`src/rtl/ex_muldiv.sv`:
```
// Iterative RISC-V M-extension execute unit: radix-2 shift-add multiply, restoring divide.
// Latency XLEN+1 cycles (1 on divide fast paths); busy_o stalls the pipeline, flush_i aborts.
module ex_muldiv #(
    parameter int XLEN = 32
) (
    input  logic            clk,
    input  logic            rst,
    input  logic            start_i,
    input  logic [2:0]      funct3_i,
    input  logic [XLEN-1:0] op1_i,
    input  logic [XLEN-1:0] op2_i,
    input  logic [4:0]      rd_addr_i,
    input  logic            flush_i,
    output logic            busy_o,
    output logic [4:0]      rd_addr_o,
    output logic [XLEN-1:0] rd_data_o,
    output logic            rd_wen_o
);

    localparam int CW = $clog2(XLEN);
    localparam logic [XLEN-1:0] MIN_NEG = {1'b1, {(XLEN-1){1'b0}}};

    typedef enum logic [1:0] {IDLE, CALC, DONE} state_t;

    state_t            state_q, state_d;
    logic [CW-1:0]     cnt_q, cnt_d;
    logic [2*XLEN-1:0] acc_q, acc_d;
    logic [XLEN-1:0]   opb_q, opb_d;
    logic [2:0]        funct3_q, funct3_d;
    logic              neg_q, neg_d;
    logic [4:0]        rd_q, rd_d;
    logic [4:0]        rd_addr_q, rd_addr_d;
    logic [XLEN-1:0]   rd_data_q, rd_data_d;
    logic              rd_wen_q, rd_wen_d;

    logic              is_div, s1, s2, neg1, neg2, div0, ovf;
    logic [XLEN-1:0]   mag1, mag2, fast_res;
    logic [XLEN:0]     mul_sum, div_shl, div_diff;
    logic [2*XLEN-1:0] mul_nxt, div_nxt, iter_nxt, mul_signed;
    logic [XLEN-1:0]   mul_res, div_pick, div_res, final_res;

    always_comb begin
        is_div   = funct3_i[2];
        s1       = (funct3_i == 3'b001) || (funct3_i == 3'b010) ||
                   (funct3_i == 3'b100) || (funct3_i == 3'b110);
        s2       = (funct3_i == 3'b001) || (funct3_i == 3'b100) || (funct3_i == 3'b110);
        neg1     = s1 && op1_i[XLEN-1];
        neg2     = s2 && op2_i[XLEN-1];
        mag1     = neg1 ? -op1_i : op1_i;
        mag2     = neg2 ? -op2_i : op2_i;
        div0     = is_div && (op2_i == '0);
        ovf      = is_div && !funct3_i[0] && (op1_i == MIN_NEG) && (op2_i == '1);
        fast_res = div0 ? (funct3_i[1] ? op1_i : '1) : (funct3_i[1] ? '0 : op1_i);
    end

    // Multiply keeps {partial_hi, multiplier}; divide keeps {remainder, dividend/quotient}.
    always_comb begin
        mul_sum  = {1'b0, acc_q[2*XLEN-1:XLEN]} + (acc_q[0] ? {1'b0, opb_q} : '0);
        mul_nxt  = {mul_sum, acc_q[XLEN-1:1]};
        div_shl  = {acc_q[2*XLEN-1:XLEN], acc_q[XLEN-1]};
        div_diff = div_shl - {1'b0, opb_q};
        div_nxt  = div_diff[XLEN] ? {div_shl[XLEN-1:0], acc_q[XLEN-2:0], 1'b0}
                                  : {div_diff[XLEN-1:0], acc_q[XLEN-2:0], 1'b1};
        iter_nxt = funct3_q[2] ? div_nxt : mul_nxt;

        mul_signed = neg_q ? -iter_nxt : iter_nxt;
        mul_res    = (funct3_q[1:0] == 2'b00) ? mul_signed[XLEN-1:0] : mul_signed[2*XLEN-1:XLEN];
        div_pick   = funct3_q[1] ? iter_nxt[2*XLEN-1:XLEN] : iter_nxt[XLEN-1:0];
        div_res    = neg_q ? -div_pick : div_pick;
        final_res  = funct3_q[2] ? div_res : mul_res;
    end

    always_comb begin
        state_d   = state_q;
        cnt_d     = cnt_q;
        acc_d     = acc_q;
        opb_d     = opb_q;
        funct3_d  = funct3_q;
        neg_d     = neg_q;
        rd_d      = rd_q;
        rd_addr_d = '0;
        rd_data_d = '0;
        rd_wen_d  = 1'b0;
        case (state_q)
            IDLE: begin
                if (start_i && !flush_i) begin
                    funct3_d = funct3_i;
                    rd_d     = rd_addr_i;
                    // Remainder follows the dividend; everything else follows the sign product.
                    neg_d    = (funct3_i[2] && funct3_i[1]) ? neg1 : (neg1 ^ neg2);
                    acc_d    = is_div ? {{XLEN{1'b0}}, mag1} : {{XLEN{1'b0}}, mag2};
                    opb_d    = is_div ? mag2 : mag1;
                    cnt_d    = CW'(XLEN - 1);
                    if (div0 || ovf) begin
                        state_d   = DONE;
                        rd_addr_d = rd_addr_i;
                        rd_data_d = fast_res;
                        rd_wen_d  = 1'b1;
                    end else begin
                        state_d = CALC;
                    end
                end
            end
            CALC: begin
                acc_d = iter_nxt;
                cnt_d = cnt_q - 1'b1;
                if (cnt_q == '0) begin
                    state_d   = DONE;
                    rd_addr_d = rd_q;
                    rd_data_d = final_res;
                    rd_wen_d  = 1'b1;
                end
            end
            default: state_d = IDLE;
        endcase
        if (flush_i) begin
            state_d   = IDLE;
            rd_addr_d = '0;
            rd_data_d = '0;
            rd_wen_d  = 1'b0;
        end
    end

    always_ff @(posedge clk) begin
        if (rst) begin
            state_q   <= IDLE;
            cnt_q     <= '0;
            acc_q     <= '0;
            opb_q     <= '0;
            funct3_q  <= '0;
            neg_q     <= 1'b0;
            rd_q      <= '0;
            rd_addr_q <= '0;
            rd_data_q <= '0;
            rd_wen_q  <= 1'b0;
        end else begin
            state_q   <= state_d;
            cnt_q     <= cnt_d;
            acc_q     <= acc_d;
            opb_q     <= opb_d;
            funct3_q  <= funct3_d;
            neg_q     <= neg_d;
            rd_q      <= rd_d;
            rd_addr_q <= rd_addr_d;
            rd_data_q <= rd_data_d;
            rd_wen_q  <= rd_wen_d;
        end
    end

    // A flush landing in DONE must suppress the write-back in that same cycle.
    assign rd_wen_o  = rd_wen_q && !flush_i;
    assign busy_o    = (state_q != IDLE);
    assign rd_addr_o = rd_addr_q;
    assign rd_data_o = rd_data_q;

endmodule

```
`config.mk`:
```
export PLATFORM = sky130hd
export DESIGN_NAME = ex_muldiv
export DESIGN_NICKNAME = d
export VERILOG_FILES = /design/src/rtl/ex_muldiv.sv
export SDC_FILE = /design/constraint.sdc
export NUM_CORES = 1
export LEC_CHECK = 0
export CAP_MARGIN = 20
export CELL_PAD_IN_SITES_DETAIL_PLACEMENT = 1
export CELL_PAD_IN_SITES_GLOBAL_PLACEMENT = 1
export CORE_UTILIZATION = 49
export CTS_BUF_LIST = sky130_fd_sc_hd__clkbuf_8
export DETAILED_ROUTE_END_ITERATION = 8
export GPL_TIMING_DRIVEN = 0
export PLACE_DENSITY = 0.87
export REMOVE_ABC_BUFFERS = 1
export SLEW_MARGIN = 20
export SYNTH_ARGS = -nofsm -noshare
export SYNTH_HDL_FRONTEND = slang
export SYNTH_SLANG_ARGS = --single-unit
```
`constraint.sdc`:
```
create_clock -name clk -period 9.2 [get_ports clk]
set_clock_uncertainty 0.15 [all_clocks]
set_input_delay 2.76 -clock clk [delete_from_list [all_inputs] [get_ports clk]]
set_output_delay 2.76 -clock clk [all_outputs]
set_load 0.02 [all_outputs]
```
==> run_results.csv <==
group,metric,value,unit
floorplan,std_cell_rows,69,
drt,ant_nets,0,
cts,cts_setup_buffers,0,
timing,max_freq,0.112,GHz
logic_synthesis,synth-seq-cells,150,
setup_path,crit_top_cell,"o21ai_0",
logic_synthesis,synth.yosys.warnings,0,
status,status,"finished clean",
global_route,grt_pass1_wl,117,mm
setup_path,worstPathCellList,"inv_1 > ha_1 > fa_1 > nand2b_1 > a21o_4 > a211oi_4 > o2111ai_2 > a21oi_2 > nor3_1 > nor2_1 > ha_1 > nor4b_1 > o21ai_0 > nor3_1 > o211ai_1 > nor4_2 > nand3_1 > o21ai_0 > xor2_1 > a21oi_1 > a21oi_1 > o21ai_0",
logic_synthesis,yosysUniqueCellTypes,100,
timing,slew_violations,0,
cells_and_area,nNetsFinal,2725,
timing,hold_slack,0.311,ns
setup_path,endpoint_kind,"flip-flop",
global_route,grt_pass1_vias,20200,
cts,cts_tree,"done",
logic_synthesis,synthTopCellsByArea,"dfxtp_1, nor2_1, a21oi_1",
logic_synthesis,seq_area_frac_synth,17.1,%
timing,rsz0062_at_grt,"false",
cells_and_area,final_cell_area,0.0193,mm²
floorplan,dieArea,0.0367,mm²
floorplan,core,0.0355,mm²
logic_synthesis,synth_top_area_cell,"dfxtp_1",
cells_and_area,antennaDiodeCount,0,
power,power.share.combinational,41.5,%
hold_path,hold_path_class,"flip-flop to flip-flop",
power,power_density,109,mW/mm²
setup_path,critical-path-max-stage-delay,0.84,ns
timing,layout_setup_ws,0.236,ns
drt,vias_per_cell,6.88,
drt,vias,21000,
setup_path,cp_max_fo,13,
global_route,antenna_found_initial,0,
placed_design,dp_cells,3018,
cts,htree_levels,4,
cells_and_area,instances_no_fill,3051,
setup_path,path_class,"flip-flop to flip-flop",
cts,clock_path_buffers,2,
timing,setup_viol,0,
setup_path,cp-start-kind,"flip-flop",
cts,cts_resized,0,
floorplan,pin_count,115,
placed_design,dp_hpwl,60.0,mm
power,p_leak,7.02,nW
floorplan,start_util,49.6,%
power,peakVddDrop,0.102,mV
setup_path,cp.required,9.42,ns
global_route,grt-ovfl-total,0,
global_route,grt_max_degree,86,
cts,cts_made_buffers,17,
drt,wl_per_cell,25.4,µm
logic_synthesis,syn_inst,2618,
global_route,grt.total_usage,41.7,%
cells_and_area,syn_to_final_growth,9.71,%
floorplan,die_w,191,µm
cells_and_area,fillers,4748,
drt,drt_iter0_drc,1884,
drt,drt_first_pass_iters,7,
logic_synthesis,synthArstFlopShare,0,%
drt,drt_wl_total,77.6,mm
setup_path,critPathArrivalTime,9.18,ns
power,p_sw,0.000909,W
logic_synthesis,yosysMostFrequentCell,"nor2_1",
setup_path,cp_num_buf_inv,1,
setup_path,crit_slowest_cell,"a21oi_2",
power,swShare,43.2,%
cts,clk_latency,0.52,ns
cts,cts_hold_buf,0,
logic_synthesis,syn_area_per_cell,6.72,µm²
cells_and_area,drive_gt1_share,6.06,%
power,p_int,0.00119,W
setup_path,cp_top_family,"compound AO/OA/AOI/OAI gates",
timing,fin_crit_sh,97.4,%
timing,period_needed,8.96,ns
cts,root_buffer,"clkbuf_8",
logic_synthesis,synth_common_cells,"nor2_1, nand2_1, a21oi_1",
floorplan,die_h,191,µm
timing,relSlewSlack,25.5,%
logic_synthesis,synth_edf_count,0,
placed_design,gp_congestion,0.972,
timing,worstMarginPinSlew,1.12,ns
placed_design,pre_cts_slack,0.724,ns
timing,hold_viol,0,
power,clkPwrFrac,24.3,%
placed_design,placed_cell_area,0.0189,mm²
cts,clk_pin_slew_worst_paths,0.09,ns
run,maxCapViolations,0,
cts,cts_sinks,150,
logic_synthesis,synth_top_flop_cell,"dfxtp_1",
power,p_seq_share,34.2,%
drt,remaining_drc_errors,0,
placed_design,place.port_buffers,114,
logic_synthesis,synth_top_area_share,17.1,%
logic_synthesis,syn-cell-area,0.0176,mm²
[layout by cell type (no fill, tap or decap), types with 23 or more instances in the layout]
cell type          n
nor2_1           355
nand2_1          304
a21oi_1          260
o21ai_0          154
dfxtp_1          146
clkdlybuf4s50_1  111
xnor2_1           83
nor3_1            79
nand3_1           75
ha_1              70
a211oi_1          69
xor2_1            67
inv_1             63
a31oi_1           54
and2_1            52
o211ai_1          44
nand4_1           37
mux2i_1           34
mux2_2            33
o31ai_1           33
a21o_1            30
or3_1             30
a221oi_1          29
a22oi_1           23
[state kept, by name, indices dropped and copies added (netlist names)]
name       flops
acc_q         64
cnt_q          5
funct3_q       3
neg_q          1
opb_q         32
rd_addr_o      5
rd_data_o     32
rd_q           5
rd_wen_q       1
state_q        2
[tightest hold or removal path, delay by kind of cell, from the launching register on]
family | cells | cell delay (ns)
flops | 1 | 0.32
simple gates | 1 | 0.05
compound gates | 1 | 0.05
[power groups by stage]
stage / clock network (W) / logic (W) / registers [W]
4_1_cts: 0.000512 / 0.000844 / 0.000717
3_3_place_gp: 0 / 0.000789 / 0.000743
6_report: 0.000511 / 0.000872 / 0.000719
3_5_place_dp: 0 / 0.000836 / 0.000732
2_1_floorplan: 0 / 0.000543 / 0.000721
5_1_grt: 0.000534 / 0.000926 / 0.000722
[worst paths after layout]
path / startpoint / end / slack, ns / depth (start not counted)
hold reg to reg: rd_q[4] / rd_q[4] / 0.31 / 2
setup / recovery: acc_q[31] / rd_data_o[28] / 0.24 / 22
hold / removal: rd_q[4] / rd_q[4] / 0.31 / 2
setup reg to reg: acc_q[31] / rd_data_o[28] / 0.24 / 22
[area by class of cell]
cell class              count  area (µm²)  share of cell area (%)
multi-input cells        2215       13600                    70.7
clock buffers              18         248                    1.28
inverters                  64         241                    1.25
flip-flops and latches    150        3020                    15.6
well taps                 461         577                    2.99
repair buffers            129        1470                    7.59
clock inverters            14         114                   0.590
[kinds of logic (layout without fill, tap and decap cells)]
kind of cell,count (synthesis),after routing,share of synthesized area (%)
AO/OA/AOI/OAI,860,860,32.1
XOR/XNOR,150,150,7.47
adder cells (fa/ha/maj),72,72,5.21
buffers and inverters,253,225,5.75
flip-flops,150,150,17.1
multiplexers,69,69,4.22
AND/OR/NAND/NOR,1064,1064,28.2
[through the flow]
stage	total power, W	utilization (%)	setup TNS, ns
final	0.00210	54.4	0
after global routing	0.00218	54.4	0
after CTS	0.00207	54.3	0
after detailed placement	0.00157	53.3	0
after global placement	0.00153	52.2	-149.91
after floorplan	0.00126	-	0
[layer usage]
layer  global-route usage [%]  share of wire (%)  vias up
met5                        0                  0        -
met4                     21.6                5.1        0
met3                     6.79                8.6      227
met2                     65.3                 44      996
met1                     54.8                 42    10300
li1                         -                  -     9482
No activity file was read; power rests on OpenSTA's default activity.
